### src/rtl/soccer_pkg.sv
// soccer_pkg
// Shared definitions for the soccer game blocks: playfield geometry used by
// the ball, player and referee controllers, the referee state encoding and
// the winner encoding reported to the score/HUD overlay.
package soccer_pkg;

  localparam int SCREEN_W  = 640;
  localparam int FLOOR_Y   = 400;
  localparam int GOAL_W    = 80;
  localparam int GOAL_H    = 150;
  localparam int BALL_SIZE = 20;

  typedef enum logic [1:0] {
    IDLE      = 2'd0,
    PLAY      = 2'd1,
    GOAL_HOLD = 2'd2,
    OVER      = 2'd3
  } referee_state_t;

  typedef enum logic [1:0] {
    WIN_NONE = 2'b00,
    WIN_P1   = 2'b01,
    WIN_P2   = 2'b10,
    WIN_DRAW = 2'b11
  } winner_t;

  // Winner decided from a pair of final scores; equal scores are a draw.
  function automatic winner_t calcWinner(input logic [3:0] s1, input logic [3:0] s2);
    if (s1 > s2)      return WIN_P1;
    else if (s2 > s1) return WIN_P2;
    else              return WIN_DRAW;
  endfunction

endpackage

### src/rtl/match_timer.sv
// match_timer
// Match clock for the referee: a frame divider that produces one tick per
// second while running, and a seconds down-counter that stops at zero.
// Ports:
//   frame_clk  in   vsync-rate clock
//   Reset_n    in   synchronous active-low reset
//   run        in   advance the divider this frame
//   clear      in   reload the full match length and zero the divider
//   TimeLeft   out  seconds remaining (registered)
//   expire     out  high on the frame whose tick takes TimeLeft to zero
module match_timer #(
  parameter int MATCH_SECS     = 60,
  parameter int FRAMES_PER_SEC = 60
) (
  input  logic       frame_clk,
  input  logic       Reset_n,
  input  logic       run,
  input  logic       clear,
  output logic [6:0] TimeLeft,
  output logic       expire
);

  localparam int DIV_W = (FRAMES_PER_SEC > 1) ? $clog2(FRAMES_PER_SEC) : 1;

  logic [DIV_W-1:0] r_div;
  logic [6:0]       r_time;
  logic             w_wrap;

  // A second elapses on the frame where the divider sits at its last count.
  // expire is decoded from the same condition so the parent can leave PLAY on
  // the very edge that brings the clock to zero.
  always_comb begin
    w_wrap = run && (r_div == DIV_W'(FRAMES_PER_SEC - 1));
    expire = w_wrap && (r_time == 7'd1);
  end

  // Divider and seconds counter. Once at zero the counter holds rather than
  // wrapping, and clear takes priority over running.
  always_ff @(posedge frame_clk) begin
    if (!Reset_n || clear) begin
      r_div  <= '0;
      r_time <= 7'(MATCH_SECS);
    end else if (run) begin
      if (w_wrap) begin
        r_div <= '0;
        if (r_time != 7'd0) r_time <= r_time - 7'd1;
      end else begin
        r_div <= r_div + DIV_W'(1);
      end
    end
  end

  assign TimeLeft = r_time;

endmodule

### src/rtl/goal_referee.sv
// goal_referee
// Watches the ball each frame, awards goals, keeps both scores, runs the
// match clock and holds the ball in reset around kick-off and after goals.
// Ports:
//   frame_clk  in   vsync-rate clock, sole clock
//   Reset_n    in   synchronous active-low reset
//   Start      in   kick-off / restart request (level)
//   BallX/Y/S  in   ball left x, top y and size from ball physics
//   BallReset  out  active-high reset to ball physics
//   Score1/2   out  player goals (P1 defends left, P2 defends right)
//   TimeLeft   out  seconds remaining
//   GoalFlash  out  high while the ball is held after a goal
//   GameOver   out  high once the match has ended
//   Winner     out  00 none, 01 P1, 10 P2, 11 draw
module goal_referee
  import soccer_pkg::*;
#(
  parameter int WIN_SCORE      = 5,
  parameter int MATCH_SECS     = 60,
  parameter int FRAMES_PER_SEC = 60,
  parameter int HOLD_FRAMES    = 90
) (
  input  logic       frame_clk,
  input  logic       Reset_n,
  input  logic       Start,
  input  logic [9:0] BallX,
  input  logic [9:0] BallY,
  input  logic [9:0] BallS,
  output logic       BallReset,
  output logic [3:0] Score1,
  output logic [3:0] Score2,
  output logic [6:0] TimeLeft,
  output logic       GoalFlash,
  output logic       GameOver,
  output logic [1:0] Winner
);

  referee_state_t r_state;
  logic [3:0]     r_score1;
  logic [3:0]     r_score2;
  logic [6:0]     r_hold;
  logic           r_ballReset;
  logic           r_goalFlash;
  logic           r_gameOver;
  winner_t        r_winner;

  logic [10:0] w_ballRight;
  logic        w_leftGoal;
  logic        w_rightGoal;
  logic        w_goal;
  logic [3:0]  w_newScore1;
  logic [3:0]  w_newScore2;
  logic        w_matchEnd;
  logic        w_timerRun;
  logic        w_timerClear;
  logic        w_expire;

  match_timer #(
    .MATCH_SECS    (MATCH_SECS),
    .FRAMES_PER_SEC(FRAMES_PER_SEC)
  ) u_timer (
    .frame_clk(frame_clk),
    .Reset_n  (Reset_n),
    .run      (w_timerRun),
    .clear    (w_timerClear),
    .TimeLeft (TimeLeft),
    .expire   (w_expire)
  );

  // Goal geometry and the scores that would result from this frame. The
  // right edge is formed in 11 bits so a large x plus size cannot wrap round
  // into the left goal mouth. A left-goal sighting is preferred if both ever
  // appear, and scores saturate at 15.
  always_comb begin
    w_ballRight  = {1'b0, BallX} + {1'b0, BallS};
    w_leftGoal   = (w_ballRight <= 11'(GOAL_W)) && (BallY >= 10'(FLOOR_Y - GOAL_H));
    w_rightGoal  = (BallX >= 10'(SCREEN_W - GOAL_W)) && (BallY >= 10'(FLOOR_Y - GOAL_H));
    w_newScore1  = r_score1;
    w_newScore2  = r_score2;
    w_goal       = 1'b0;
    if (r_state == PLAY) begin
      if (w_leftGoal) begin
        w_goal      = 1'b1;
        w_newScore2 = (r_score2 == 4'd15) ? 4'd15 : r_score2 + 4'd1;
      end else if (w_rightGoal) begin
        w_goal      = 1'b1;
        w_newScore1 = (r_score1 == 4'd15) ? 4'd15 : r_score1 + 4'd1;
      end
    end
    w_matchEnd   = (w_newScore1 == 4'(WIN_SCORE)) || (w_newScore2 == 4'(WIN_SCORE)) || w_expire;
    w_timerRun   = (r_state == PLAY);
    w_timerClear = (r_state == OVER) && Start;
  end

  // Referee state machine with all outputs registered alongside the state.
  // Match end is checked before the plain goal case so a winning goal, or a
  // goal on the final frame, goes straight to OVER with the updated scores.
  always_ff @(posedge frame_clk) begin
    if (!Reset_n) begin
      r_state     <= IDLE;
      r_score1    <= 4'd0;
      r_score2    <= 4'd0;
      r_hold      <= 7'd0;
      r_ballReset <= 1'b1;
      r_goalFlash <= 1'b0;
      r_gameOver  <= 1'b0;
      r_winner    <= WIN_NONE;
    end else begin
      case (r_state)
        IDLE: begin
          r_ballReset <= 1'b1;
          if (Start) begin
            r_state     <= PLAY;
            r_ballReset <= 1'b0;
          end
        end
        PLAY: begin
          r_score1 <= w_newScore1;
          r_score2 <= w_newScore2;
          if (w_matchEnd) begin
            r_state     <= OVER;
            r_ballReset <= 1'b1;
            r_goalFlash <= 1'b0;
            r_gameOver  <= 1'b1;
            r_winner    <= calcWinner(w_newScore1, w_newScore2);
          end else if (w_goal) begin
            r_state     <= GOAL_HOLD;
            r_ballReset <= 1'b1;
            r_goalFlash <= 1'b1;
            r_hold      <= 7'd0;
          end
        end
        GOAL_HOLD: begin
          if (r_hold == 7'(HOLD_FRAMES - 1)) begin
            r_state     <= PLAY;
            r_ballReset <= 1'b0;
            r_goalFlash <= 1'b0;
          end else begin
            r_hold <= r_hold + 7'd1;
          end
        end
        OVER: begin
          if (Start) begin
            r_state     <= IDLE;
            r_score1    <= 4'd0;
            r_score2    <= 4'd0;
            r_ballReset <= 1'b1;
            r_gameOver  <= 1'b0;
            r_winner    <= WIN_NONE;
          end
        end
        default: r_state <= IDLE;
      endcase
    end
  end

  assign BallReset = r_ballReset;
  assign Score1    = r_score1;
  assign Score2    = r_score2;
  assign GoalFlash = r_goalFlash;
  assign GameOver  = r_gameOver;
  assign Winner    = r_winner;

endmodule

### config.mk
export PLATFORM = sky130hd
export DESIGN_NAME = goal_referee
export DESIGN_NICKNAME = d
export VERILOG_FILES = /design/src/rtl/soccer_pkg.sv /design/src/rtl/match_timer.sv /design/src/rtl/goal_referee.sv
export SDC_FILE = /design/constraint.sdc
export NUM_CORES = 1
export LEC_CHECK = 0
export CORE_MARGIN = 8
export CORE_UTILIZATION = 53
export CTS_BUF_LIST = sky130_fd_sc_hd__clkbuf_4 sky130_fd_sc_hd__clkbuf_8
export CTS_CLUSTER_DIAMETER = 80
export DETAILED_ROUTE_END_ITERATION = 12
export GPL_ROUTABILITY_DRIVEN = 1
export PLACE_DENSITY = 0.8
export SLEW_MARGIN = 20
export SYNTH_ARGS = -nofsm -noshare
export SYNTH_HDL_FRONTEND = slang
export SYNTH_SLANG_ARGS = --single-unit
### constraint.sdc
create_clock -name frame_clk -period 5.65 [get_ports frame_clk]
set_clock_uncertainty 0.1 [all_clocks]
set_input_delay 1.13 -clock frame_clk [delete_from_list [all_inputs] [get_ports frame_clk]]
set_output_delay 1.13 -clock frame_clk [all_outputs]
set_load 0.05 [all_outputs]
**Yosys cells after proc, flatten, opt, wreduce, memory -nomap -nowiden**

Cells that the tools add are included.

- Add/subtract/negate cells: 6
- Multipliers: 0
- Div/mod/pow operators: 0
- Order comparisons: 5
- Eq/ne operators: 18
- Shift-type cells: 0
- Multiplexer cells: 39
- Bitwise logic cells: 0
- Reductions and logical operators: 20

Operators by type and width:

| cell | count |
|---|---|
| $mux 4 | 8 |
| $mux 7 | 3 |
| $pmux 4 s2 | 2 |
| $mux 2 | 7 |
| $ne 2x2->1 const B | 7 |
| $pmux 7 s2 | 1 |
| $mux 1 | 12 |
| $reduce_and 3->1 | 4 |
| $add 10x10->11 | 1 |
| $le 11x7->1 const B | 1 |
| $ge 10x10->1 const B | 1 |
| $ge 10x8->1 const B | 1 |
| $add 4x1->4 const B | 2 |
| $eq 4x3->1 const B | 2 |
| $eq 4x4->1 const B | 2 |
| $gt 4x4->1 | 2 |
| $pmux 2 s4 | 1 |
| $reduce_and 4->1 | 2 |
| $add 7x1->7 const B | 1 |
| $eq 7x1->1 const B | 1 |
| $eq 7x7->1 const B | 1 |
| $reduce_bool 7->1 | 1 |
| $sub 7x1->7 const B | 1 |
| $add 6x1->6 const B | 1 |
| other kinds (14) | 23 |

- Register bits after elaboration: 35
- Bits in latches: 0
- Bits in writable memories: 0
- ROM bits: 0
- Bits of input ports: 33
- Output and inout port bits: 20
- Memories: 0

**Logic depth before layout (Yosys ltp)**

- Depth after elaboration: 10
- Mapped depth: 17
- Gate-level depth less buffers: 17

**Cells and area by module**

A second synthesis with hierarchy kept.

- Cells, all modules: 321
- Area, all modules: 2601.2 µm²

By module, submodules not included:

| module | instances | cells each | area each (µm²) |
|---|---|---|---|
| goal_referee | 1 | 248 | 1905.6 |
| match_timer | 1 | 73 | 695.7 |

**Worst setup path after synthesis**

No wires, ideal clock.

- Path kind: input -> register
- Start point: input BallX[0]
- End point: register r_winner[0], in the netlist Winner[0]
- Setup time: 0.116 ns
- Arrival time: 4.318 ns
- Data required time: 5.434 ns
- Path slack: 1.116 ns
- Stages: 17
- Path buffers: 0
- Cell sequence: ha_1 fa_1 a211oi_2 nor2_2 xnor2_1 o32a_1 o211ai_4 nor2_1 nor2_1 mux2_2 ha_1 nor2b_1 o21ai_0 nand2b_1 a21o_1 nand2_1 a31o_2

- Longest elaborated chain between the ends: 10
- Elaborated cells on any way between the ends: 22
- Classes of those cells: add/sub: 1; order compare: 4; eq/ne: 3; mux: 9; reduce/logical: 5

RTL lines:

| what | RTL line | RTL |
|---|---|---|
| from (decl) | goal_referee.sv:26 | `input logic [9:0] BallX,` |
| $add 10x10->11 / $ge 10x10->1 (equally long branches) | goal_referee.sv:75, goal_referee.sv:77 |  |
| $le 11x7->1 / $logic_and 1x1->1 (equally long branches) | goal_referee.sv:76, goal_referee.sv:77 |  |
| $logic_and 1x1->1 / $mux 4 (equally long branches) | goal_referee.sv:76, goal_referee.sv:85 |  |
| $mux 4 | goal_referee.sv:82 | `if (w_leftGoal) begin` |
| $mux 4 | goal_referee.sv:81 | `if (r_state == PLAY) begin` |
| $gt 4x4->1 / $eq 4x3->1 (equally long branches) | soccer_pkg.sv:30, goal_referee.sv:90 |  |
| $mux 1 / $logic_or 1x1->1 (equally long branches) | soccer_pkg.sv:30, goal_referee.sv:90 |  |
| $mux 2 / $logic_or 1x1->1 (equally long branches) | soccer_pkg.sv:29, goal_referee.sv:90 |  |
| $mux 2 / $ne 2x2->1 (equally long branches) | n/a |  |
| $pmux 2 s2 / $reduce_and 3->1 (equally long branches) | n/a |  |
| to (signal assigned) | goal_referee.sv:125 | `r_winner <= calcWinner(w_newScore1, w_newScore2);` |
| to (decl) | goal_referee.sv:45 | `winner_t r_winner;` |

Several ways; a longest one is shown, not always the timed one. The select of a mux whose other input is x is not followed.
A chain may end at the register's enable or synchronous reset.

**Final worst setup path**

- Start point: input BallX[0]
- End point: register r_winner[1], in the netlist Winner[1]

- Longest elaborated chain between the ends: 10
- Elaborated cells on any way between the ends: 20
- Classes of those cells: add/sub: 1; order compare: 3; eq/ne: 3; mux: 8; reduce/logical: 5

RTL lines:

| what |
|---|
| branches (longest 10 deep; another with $add 10x10->11) |

Parallel ways; which one is timed is not known. The select of a mux whose other input is x is not followed.

==> qor_table.md <==
| Group | Metric | Reported |
|:---|:---|:---|
| worst setup path | Reg-to-reg critical path startpoint | r_state[1] |
| synthesis | Adder-cell area share of the yosys netlist | 10.9% |
| placed design | Weighted congestion at the end of routability-driven global placement | 0.837 |
| power | Cell internal pwr | 420 uW |
| synthesis | Area fraction in compound gates after synthesis | 24.1% |
| die | Placeable core region | 0.00472 sq mm |
| synthesis | Dominant combinational cell family by area after synthesis | simple AND/OR/NAND/NOR gates |
| synthesis | Count of flip-flops with a built-in enable after synthesis | 0 |
| timing | Setup Total Neg Slack | 0 ns |
| placed design | Worst slack at placement | 0.279 ns |
| placed design | Input/output buffers | 51 |
| global route | Overflow left after global routing | 0 |
| clock network | CTS Hold Buffers Added | 0 |
| power | Switching pwr | 192 uW |
| clock network | Buffers from clock root to sink, at most | 2 |
| timing | Max-slew violation count | 0 |
| route | WL final | 6.10 mm |
| outcome | Result of the run | finished, final reports clean |
| power | PD cells | 188 mW/mm^2 |
| synthesis | Instance count of the mapped netlist | 316 |
| synthesis | Share of synthesized area spent on multiplexers | 2.41% |
| die | Number of top-level design ports | 53 |
| route | Iteration-0 DRC Markers | 114 |
| synthesis | Proportion of synthesized chip area in sequential cells | 27.0% |
| clock network | Number of CTS-inserted buffers | 5 |
| worst setup path | Category of the worst setup path capture point | flip-flop |
| global route | Tot GR Track Use | 17.1% |
| die | Die span in y | 86.0 microns |
| power | Proportion of power drawn by the clock network | 30.4% |
| synthesis | Synth warnings | 0 |
| global route | Wire length of the first global-routing pass | 10.6 mm |
| route | Remaining number of nets flagged by the antenna check after routing | 0 |
| min path | Number of cells on the worst hold path | 2 |
| timing | Final critical-path share of the clock period | 89.8% |
| synthesis | XOR/XNOR Fraction of Synth Area | 5.02% |
| worst setup path | CP Class | in2reg |
| power | Leakage power of the design | 0.00119 uW |
| synthesis | Syn nets | 371 |
| power | Maximum resistive drop on vdd | 0.128 mV |
| die | Die outline width | 86.0 microns |
| worst setup path | Reg2Reg Setup Slack | 2.59 ns |
| timing | Post-route worst setup slack | 0.576 ns |
| worst setup path | Capture instance of the worst register-to-register path | Winner[1] |
| synthesis | Average cell area after synthesis | 8.21 sq um |
| die | Effective utilization at floorplan | 54.9% |
| synthesis | Post-synth ARST share | 0% |
| clock network | Post-CTS setup repair buffer count | 0 |
| timing | Worst hold margin | 0.372 ns |
| finish | Area Growth Syn to Fin | 25.6% |
| clock network | TritonCTS clock tree | yes |
| global route | Maximum number of pins on one net before global-route repair | 21 |
| clock network | Clk Tree Root Cell | sky130_fd_sc_hd__clkbuf_8 |
| timing | Setup violations, final | 0 |
| clock network | Clock latency on the worst-skew pair | 0.29 ns |
| route | Vias post-DR | 2464 |
| finish | Final cell area excluding filler cells | 0.00326 sq mm |
| global route | Number of antenna violations at the first check in global routing | 0 |
| finish | Net total in the final layout | 423 |
| timing | Final period demand of the worst path | 5.07 ns |
| clock network | Clk sink count | 35 |
| die | Die Area | 0.00739 sq mm |
| timing | Setup repair after global routing missed its margin | false |
| worst setup path | Critical-path maximum fanout | 6 |
| power | Share of power burned in combinational logic | 26.4% |
| synthesis | Post-synthesis sequential element count | 35 |
| placed design | HPWL Detailed | 4.70 mm |
| min path | Terminating pin of the worst hold path | u_timer.TimeLeft[6] |
| clock network | CTS H-tree lvls | 2 |
| route | Final routed wire length divided by cell count | 14.0 microns |
| global route | Via count of the first global-routing pass | 2364 |
| die | Number of placement rows | 25 |
| placed design | Cell area after placement | 0.00317 sq mm |
| route | Remaining DRCs | 0 |
| power | Sequential fraction of design power | 43.2% |
| min path | Class of the tightest hold or removal check | reg2reg |
| job | Number of maximum-capacitance violations | 0 |
| clock network | Gates resized, CTS repair | 0 |
| synthesis | Syn Std Cell Area | 0.00259 sq mm |
| timing | Endpoints failing hold | 0 |
| finish | Antenna cell count | 0 |
| timing | Highest clock rate | 0.197 GHz |
| clock network | Clock slew at the register clock pins of the worst setup and hold paths | 0.07 ns |
| synthesis | Area fraction in and, or, nand and nor cells after synthesis | 27.2% |
| timing | Relative max-transition margin | 54.2% |
| finish | Core occupancy in the finished layout | 69.0% |
| worst setup path | Category of the worst setup path launch point | input port |
| finish | Final-layout fill cell count | 399 |
| worst setup path | Register-to-Register Path Depth | 11 |
| min path | Hold Path Origin | u_timer.TimeLeft[6] |
| worst setup path | Crit path required time | 5.71 ns |
| route | Total iterations of the first detailed-routing run | 4 |
| route | Routed via count divided by cell count | 5.66 |
| power | Share of total power consumed by net switching | 31.3% |
| synthesis | Prevailing post-synth register cell | sky130_fd_sc_hd__dfxtp_1 |
| timing | Slew at the pin closest to its max-slew limit | 0.685 ns |
| synthesis | Number of distinct library cells after synthesis | 62 |
| finish | Layout cell share with drive strength beyond 1 | 8.42% |
| worst setup path | Arrival time of data at the critical path endpoint | 5.13 ns |
-- final cells by class --
type / instances / area (sq um) / area share, %
Multi-Input combinational cell: 260 / 1810 / 55.5
Sequential cell: 35 / 701 / 21.5
Timing Repair Buffer: 54 / 533 / 16.4
Tap cell: 67 / 83.8 / 2.57
Clock buffer: 6 / 82.6 / 2.54
Inverter: 12 / 45.0 / 1.38
Clock inverter: 1 / 5.00 / 0.154
-- per-layer routing --
layer / wire [microns] / global-route usage, %
met1: 2880 / 20.4
met2: 2710 / 28.2
met3: 413 / 5.25
met4: 93 / 6.21
met5: 0 / 0
-- stage by stage --
stage	power, uW	std cells
after global routing	646	435
final	612	435
after global placement	427	428
after detailed placement	430	428
after CTS	615	435
after floorplan	382	316
-- power groups by stage --
stage          Sequential (uW)  Combinational [uW]  Clock, uW
2_1_floorplan              271                 111          0
3_3_place_gp               269                 158          0
3_5_place_dp               269                 161          0
4_1_cts                    264                 162        190
5_1_grt                    266                 179        201
6_report                   264                 162        186
-- Yosys cell counts, types with 5 or more instances --
cell                       count  area share [%]
sky130_fd_sc_hd__a21boi_0      8             2.3
sky130_fd_sc_hd__a21oi_1      10             1.9
sky130_fd_sc_hd__a31oi_1       6             1.4
sky130_fd_sc_hd__and2_1        5             1.2
sky130_fd_sc_hd__clkbuf_1      8             1.2
sky130_fd_sc_hd__dfxtp_1      35              27
sky130_fd_sc_hd__ha_1         21              10
sky130_fd_sc_hd__inv_1        12             1.7
sky130_fd_sc_hd__nand2_1      34             4.9
sky130_fd_sc_hd__nand2b_1      7             1.7
sky130_fd_sc_hd__nand3_1      12             2.3
sky130_fd_sc_hd__nand4_1       9             2.2
sky130_fd_sc_hd__nor2_1       22             3.2
sky130_fd_sc_hd__nor2b_1       8             1.9
sky130_fd_sc_hd__nor3_1       10             1.9
sky130_fd_sc_hd__o21ai_0      22             4.2
sky130_fd_sc_hd__or3_1         7             1.7
sky130_fd_sc_hd__xnor2_1       7             2.4
sky130_fd_sc_hd__xor2_1        6             2.0
-- logic make-up after synthesis --
kind of cell | after synthesis
AO/OA/AOI/OAI | 83
XOR/XNOR | 14
buffers and inverters | 21
flip-flops | 35
AND/OR/NAND/NOR | 135
multiplexers | 6
adder cells (fa/ha/maj) | 22
-- layout by cell type (no fill, tap or decap), types with 2 or more instances in the layout --
cell type	count
sky130_fd_sc_hd__xor2_1	6
sky130_fd_sc_hd__nor3b_1	4
sky130_fd_sc_hd__a21oi_1	10
sky130_fd_sc_hd__buf_4	3
sky130_fd_sc_hd__a211oi_1	2
sky130_fd_sc_hd__o221a_2	2
sky130_fd_sc_hd__nand4_1	9
sky130_fd_sc_hd__a21boi_0	8
sky130_fd_sc_hd__or3_1	7
sky130_fd_sc_hd__nor3_1	10
sky130_fd_sc_hd__o21a_1	3
sky130_fd_sc_hd__a22oi_1	3
sky130_fd_sc_hd__o41ai_1	2
sky130_fd_sc_hd__clkbuf_8	6
sky130_fd_sc_hd__o21ai_0	22
sky130_fd_sc_hd__nor2_2	2
sky130_fd_sc_hd__xnor2_1	7
sky130_fd_sc_hd__nand3_1	12
sky130_fd_sc_hd__dfxtp_1	35
sky130_fd_sc_hd__nor2_1	22
sky130_fd_sc_hd__a21o_1	4
sky130_fd_sc_hd__mux2i_1	4
sky130_fd_sc_hd__a31oi_1	6
sky130_fd_sc_hd__nor4_1	4
sky130_fd_sc_hd__nand2_1	34
sky130_fd_sc_hd__ha_1	21
sky130_fd_sc_hd__a31o_2	2
sky130_fd_sc_hd__and2_1	5
sky130_fd_sc_hd__nor2b_1	8
sky130_fd_sc_hd__inv_1	12
sky130_fd_sc_hd__nand2b_1	7
sky130_fd_sc_hd__clkdlybuf4s50_1	51
sky130_fd_sc_hd__a21oi_2	4
-- worst max path at each step --
stage	start	to	slack, ns	cells after the start
after floorplan	BallX[0]	Winner[0]	1.12	17
after global placement	BallX[0]	Winner[1]	0.40	18
after detailed placement	BallX[0]	Winner[1]	0.28	18
after CTS	BallX[0]	Winner[1]	0.58	18
after global routing	BallS[0]	Winner[1]	0.28	18
final	BallX[0]	Winner[1]	0.58	18
-- worst max-delay path: stages --
cell and delay [ns]:
sky130_fd_sc_hd__clkdlybuf4s50_1 0.40, sky130_fd_sc_hd__ha_1 0.22, sky130_fd_sc_hd__fa_1 0.42, sky130_fd_sc_hd__a211oi_2 0.31, sky130_fd_sc_hd__nor2_2 0.08, sky130_fd_sc_hd__xnor2_1 0.13
sky130_fd_sc_hd__o32a_1 0.34, sky130_fd_sc_hd__o211ai_4 0.31, sky130_fd_sc_hd__nor2_1 0.14, sky130_fd_sc_hd__nor2_1 0.33, sky130_fd_sc_hd__mux2i_1 0.28, sky130_fd_sc_hd__ha_1 0.27
sky130_fd_sc_hd__nor2b_1 0.13, sky130_fd_sc_hd__o21ai_0 0.17, sky130_fd_sc_hd__nand2b_1 0.08, sky130_fd_sc_hd__a21o_1 0.20, sky130_fd_sc_hd__nand3_1 0.08, sky130_fd_sc_hd__o21ai_0 0.10
-- state kept, by name (all words and copies together), names as in the netlist --
signal and flops:
r_state 2, Score2 4, GameOver 1, GoalFlash 1, Score1 4, r_hold 7, u_timer.TimeLeft 7, u_timer.r_div 6
Winner 2, BallReset 1
(Power assumes the default switching activity.)
